$ cat src/rtl/ser2par_loader.sv
// Serial-to-parallel loader: assembles framed serial bits into a WIDTH-bit word with a load strobe.
// Optional even-parity frame check is enabled by defining PARITY_CHECK_EN.
module ser2par_loader #(
  parameter int WIDTH     = 4,
  parameter int LSB_FIRST = 1
) (
  input  logic             eck,
  input  logic             er,
  input  logic             ein,
  input  logic             evalid,
  input  logic             estart,
  output logic [WIDTH-1:0] sq,
  output logic             sena,
  output logic             sbusy,
  output logic             serr
);

  localparam int CW = $clog2(WIDTH + 1);
  localparam logic [CW-1:0] LAST = CW'(WIDTH - 1);

`ifdef PARITY_CHECK_EN
  typedef enum logic [1:0] {IDLE, SHIFT, PAR, LOAD} state_t;
`else
  typedef enum logic [1:0] {IDLE, SHIFT, LOAD} state_t;
`endif

  state_t           state_reg, state_next;
  logic [CW-1:0]    cnt_reg, cnt_next;
  logic [WIDTH-1:0] shift_reg, shift_next;
  logic [WIDTH-1:0] sq_reg, sq_next;
  logic             sena_reg, sena_next;
  logic             sbusy_reg, sbusy_next;
  logic             serr_reg, serr_next;

  // place_mask marks the word bit that receives the cnt_reg-th serial bit;
  // first_mask marks where a frame's first bit lands.
  logic [WIDTH-1:0] place_mask;
  logic [WIDTH-1:0] first_mask;
  logic [WIDTH-1:0] ins_word;
  logic [WIDTH-1:0] start_word;

  genvar gi;
  generate
    for (gi = 0; gi < WIDTH; gi++) begin : g_mask
      localparam int POS = (LSB_FIRST != 0) ? gi : (WIDTH - 1 - gi);
      assign place_mask[gi] = (cnt_reg == CW'(POS));
      assign first_mask[gi] = (POS == 0);
    end
  endgenerate

  assign ins_word   = (shift_reg & ~place_mask) | (place_mask & {WIDTH{ein}});
  assign start_word = first_mask & {WIDTH{ein}};

  always_comb begin
    state_next = state_reg;
    cnt_next   = cnt_reg;
    shift_next = shift_reg;
    sq_next    = sq_reg;
    sena_next  = 1'b0;
    serr_next  = 1'b0;
    case (state_reg)
      IDLE: begin
        if (evalid && estart) begin
          shift_next = start_word;
          cnt_next   = CW'(1);
          state_next = SHIFT;
        end
      end
      SHIFT: begin
        if (evalid) begin
          if (estart) begin
            // Abort: partial word is dropped and this bit opens a new frame.
            serr_next  = 1'b1;
            shift_next = start_word;
            cnt_next   = CW'(1);
          end else if (cnt_reg == LAST) begin
            cnt_next = '0;
`ifdef PARITY_CHECK_EN
            shift_next = ins_word;
            state_next = PAR;
`else
            sq_next    = ins_word;
            sena_next  = 1'b1;
            state_next = LOAD;
`endif
          end else begin
            shift_next = ins_word;
            cnt_next   = cnt_reg + CW'(1);
          end
        end
      end
`ifdef PARITY_CHECK_EN
      PAR: begin
        if (evalid) begin
          if (estart) begin
            serr_next  = 1'b1;
            shift_next = start_word;
            cnt_next   = CW'(1);
            state_next = SHIFT;
          end else if ((^{shift_reg, ein}) == 1'b0) begin
            sq_next    = shift_reg;
            sena_next  = 1'b1;
            state_next = LOAD;
          end else begin
            serr_next  = 1'b1;
            state_next = IDLE;
          end
        end
      end
`endif
      LOAD: begin
        state_next = IDLE;
        if (evalid && estart) begin
          shift_next = start_word;
          cnt_next   = CW'(1);
          state_next = SHIFT;
        end else if (evalid) begin
          // Overrun: data arrived without a frame start, bit is dropped.
          serr_next = 1'b1;
        end
      end
      default: state_next = IDLE;
    endcase
    sbusy_next = (state_next != IDLE);
  end

  always_ff @(posedge eck) begin
    if (!er) begin
      state_reg <= IDLE;
      cnt_reg   <= '0;
      shift_reg <= '0;
      sq_reg    <= '0;
      sena_reg  <= 1'b0;
      sbusy_reg <= 1'b0;
      serr_reg  <= 1'b0;
    end else begin
      state_reg <= state_next;
      cnt_reg   <= cnt_next;
      shift_reg <= shift_next;
      sq_reg    <= sq_next;
      sena_reg  <= sena_next;
      sbusy_reg <= sbusy_next;
      serr_reg  <= serr_next;
    end
  end

  assign sq    = sq_reg;
  assign sena  = sena_reg;
  assign sbusy = sbusy_reg;
  assign serr  = serr_reg;

endmodule

$ cat config.mk
export PLATFORM = sky130hd
export DESIGN_NAME = ser2par_loader
export DESIGN_NICKNAME = d
export VERILOG_FILES = /design/src/rtl/ser2par_loader.sv
export SDC_FILE = /design/constraint.sdc
export NUM_CORES = 1
export LEC_CHECK = 0
export CAP_MARGIN = 20
export CORE_ASPECT_RATIO = 1.2
export CORE_MARGIN = 8
export CORE_UTILIZATION = 47
export CTS_CLUSTER_SIZE = 28
export DETAILED_ROUTE_END_ITERATION = 7
export HOLD_SLACK_MARGIN = 0.08
export PLACE_DENSITY = 0.74
export SLEW_MARGIN = 5
export SYNTH_ARGS = -nofsm -noshare
export SYNTH_HDL_FRONTEND = slang
export SYNTH_SLANG_ARGS = --single-unit
$ cat constraint.sdc
create_clock -name eck -period 1.68 [get_ports eck]
set_input_delay 0.252 -clock eck [delete_from_list [all_inputs] [get_ports eck]]
set_output_delay 0.252 -clock eck [all_outputs]
set_load 0.02 [all_outputs]
==> run summary <==
The flow ran to the end, and the final reports show no timing, DRC or antenna violations. The number of global-route vias before repair was 769. Counting I/O delays and the setup requirement, the final critical path takes 1.585 ns.

Counting along the longest clock path gives a buffer depth of 2. Number of flip-flops under the largest register name: 4. Worst clock skew: 0.004814 ns. For the worst slack at placement, the log shows -0.08424 ns. The worst hold path class was flip-flop to flip-flop. The first detailed-routing pass ran for 4 iterations. From bottom edge to top edge, the die measures 64.39 um.

Counting every net in the synthesized netlist gives 111. The gate count after technology mapping is 98. The critical setup path kind was flip-flop to flip-flop. The global-route wire length before repair was 3.249 mm; the worst-case vdd ir drop was 561.5 uV. After layout, the worst path uses 94.33% of the clock period. The routed length per placed instance was 14.00 um; the post-detailed-routing wire length was 1.904 mm. Starting DRC count in detailed routing: 32. CTS saw 15 sinks. For this design the top-level I/O count stands at 12. The highest clock rate came out at 631.0 MHz.

A synthesized cell averages 9.358 um2. The run gives 0 as the count of final setup violators. In the synthesized netlist the dominant register cell turns out to be dfxtp_1. The placed instances occupy a cell area of 1084 um2. The number of synthesized register bits is 15. The deepest level of the CTS H-tree is 1. The worst register-to-register path begins at state_reg[1]. The total power density per cell area came out at 650.8 nW/um2.

The top cell family by delay on the critical path was flip-flops. The critical path goes through inv_1 -> ha_1 -> and2b_1 -> a32oi_4 -> mux2_4. The wire-length estimate of the detail-placed layout is 1.503 mm. After clock tree synthesis, the setup repair step added 0 buffers. The die outline area was 3627 um2; the number of flops mapped to enable cells by yosys was 0.

The endpoint identified for the worst register-to-register timing path is shift_reg[0]. The tools report the sort of element at the end of the critical path as a flip-flop. The yosys synthesis warning count was 0. In this run the worst path has a maximum fanout of 6. The number of fill cells in the layout is 159, and the number of buffers and inverters on the critical path is 1. Clock latency on the worst-skew pair, taken at its later pin, is 0.29 ns. Dividing the detail-routed via count by the number of cells gives 5.478. The synthesis-to-layout area growth was 22.10%; the setup TNS was 0 ns. Sorting the synthesized cells by area gives the leading types as dfxtp_1 (33%), ha_1 (11%), mux2i_1 (4.4%).

The timing endpoint of the critical path was shift_reg[0]. In this run the worst setup path begins at state_reg[1]. The tools report the netlist area before placement as 917.1 um2. The tools report the headroom to the max-slew limit as 72.88%. The run gives 0.8002 as the placer's final routability congestion estimate. Max-cap violations in this run came to 0. The tools report the number of antenna violations at the first check in global routing as 0. Setup repair after global routing left no endpoint under its margin.

The via count was 745; the area inside the core boundary was 1851 um2. The cell depth of the worst flop-to-flop path was 5. Of all cell types, the one taking the most synthesized area is dfxtp_1.

Clock tree synthesis inserted a total of 3 buffers. The finished cells cover 1120 um2. After detailed routing, the number of remaining DRC violations is 0. Synthesis instantiated 39 different standard cells from the library. The number of buffers added on ports came out at 11. The worst register-to-register path has a setup slack of 0.1 ns.

The row count was 17; the number of logic stages on the critical path including buffering was 5. The worst setup path is launched from a flip-flop. After clock tree synthesis, the clock-pin slew on the worst setup and hold paths is 0.10 ns. The tools report the sequential share of the synthesized area as 32.74%.

The width of the chip is 56.33 um. Across all setup checks in the final design, the least slack found is 0.09534 ns. The async set or reset register ratio after synthesis is 0%. For this run, the total global-route usage over all layers was measured as 10.85%. For this design, the slowest cell found on the critical path is dfxtp_1.

At the pin with the least slew margin, the transition time is 0.4056 ns. At the worst endpoint, the arrival time is 1.77 ns. The share of post-route cells with drive strength above 1 is 27.35%, and the largest net degree at the start of global routing is 11.

The final count of hold timing violations is 0. TritonCTS built the clock tree. The count of nets left with antenna violations once routing finished came out at 0.

Global routing finished with a remaining overflow of 0. Summed over all cells, the static leakage comes to 0.0004556 uW. The final-layout worst hold slack is 0.4646 ns, and the area share of the largest cell type after synthesis is 32.74%.

The layout net count was 131. The maximum cell stage delay along the critical path was 0.32 ns; the final antenna diode count was 0. The tools report the required time at the worst-slack endpoint as 1.86 ns.

The run gives 0 as the number of slew-limit violations in the final report. Clock tree synthesis selected as its root buffer the cell clkbuf_4. The starting utilization of the core area was 49.56%.
-- metrics by stage --
| step | power [uW] | cells | util [%] |
|---|---|---|---|
| 2_1_floorplan | 473.4 | 98 | - |
| 3_3_place_gp | 518.0 | 132 | 58.55 |
| 3_5_place_dp | 521.7 | 132 | 58.55 |
| 4_1_cts | 727.6 | 136 | 60.04 |
| 5_1_grt | 763.1 | 136 | 60.51 |
| 6_report | 728.8 | 136 | 60.51 |
-- cell usage after synthesis (all sizes together), types with 2 or more instances --
cell and count:
a21oi 6, a22oi 2, and2 2, and2b 2, buf 2, clkbuf 2, dfxtp 15, ha 8
inv 6, mux2 3, mux2i 4, nand2 6, nand2b 2, nand3 3, nand4 2, nor2 10
nor2b 5, nor3 5, o21ai 4
-- logic make-up (layout without fill, tap and decap cells) --
kind of cell             count (synthesis)  after routing  share of synthesized area [%]
AND/OR/NAND/NOR                         40             40                          26.06
AO/OA/AOI/OAI                           18             18                          16.37
flip-flops                              15             15                          32.74
buffers and inverters                   10             29                          5.456
adder cells (fa/ha/maj)                  8              8                          10.91
multiplexers                             7              7                          8.458
-- worst reg2reg max path, cell delays in order, from the launching register on --
cell and delay (ns):
dfxtp_1 0.32, inv_1 0.14, ha_1 0.29, and2b_1 0.24, a32oi_4 0.18, mux2_4 0.32
-- area by class of cell --
class                   instances  area (um2)  share of cell area [%]
multi-input cells              73       573.1                   51.17
well taps                      19       23.77                   2.123
clock buffers                   3       22.52                   2.011
inverters                       6       22.52                   2.011
flip-flops and latches         15       302.8                   27.04
repair buffers                 19       170.2                   15.20
clock inverters                 1       5.005                  0.4469
-- power breakdown --
part	switching [uW]	internal, uW
clock network	123	88.5
registers	9.01	366
logic	69.5	73.2
-- how the worst min path moves through the flow --
stage          slack [ns]  start    end  cells past startpoint
6_report             0.46  sq[3]  sq[3]                      2
5_1_grt              0.49  sq[3]  sq[3]                      2
4_1_cts              0.47  sq[3]  sq[3]                      2
3_5_place_dp         0.45  sq[3]  sq[3]                      2
3_3_place_gp         0.44  sq[3]  sq[3]                      2
2_1_floorplan        0.41    ein  sq[3]                      2
-- timing repair --
| item | 4_1_cts | 5_1_grt |
|---|---|---|
| endpoints found under the setup margin | 0 | 5 |
| hold buffers | 0 | 0 |
| gates resized for setup | 0 | 4 |
-- layer usage --
layer / vias up / share of wire [%] / GRT usage (%)
met5: - / 0 / 0
met4: 0 / 1.9 / 6.024
met3: 5 / 4.7 / 2.964
met2: 16 / 49 / 18.06
met1: 349 / 44 / 12.17
li1: 375 / - / -
-- placed cells by master, fill, tap and decap left out, types with 3 or more instances in the layout --
cell type        synthesis  routed
buf_4                    1       8
ha_1                     8       8
o21ai_0                  4       3
nor2_1                   8       8
clkbuf_4                 0       3
nand2_1                  5       5
mux2i_1                  4       4
dfxtp_1                 15      13
a21oi_1                  4       4
clkdlybuf4s50_1          0      11
inv_1                    6       6
nand3_1                  3       3
nor2b_1                  4       4
nor3_1                   4       4
Note: power is estimated with default switching activity, not from simulation.
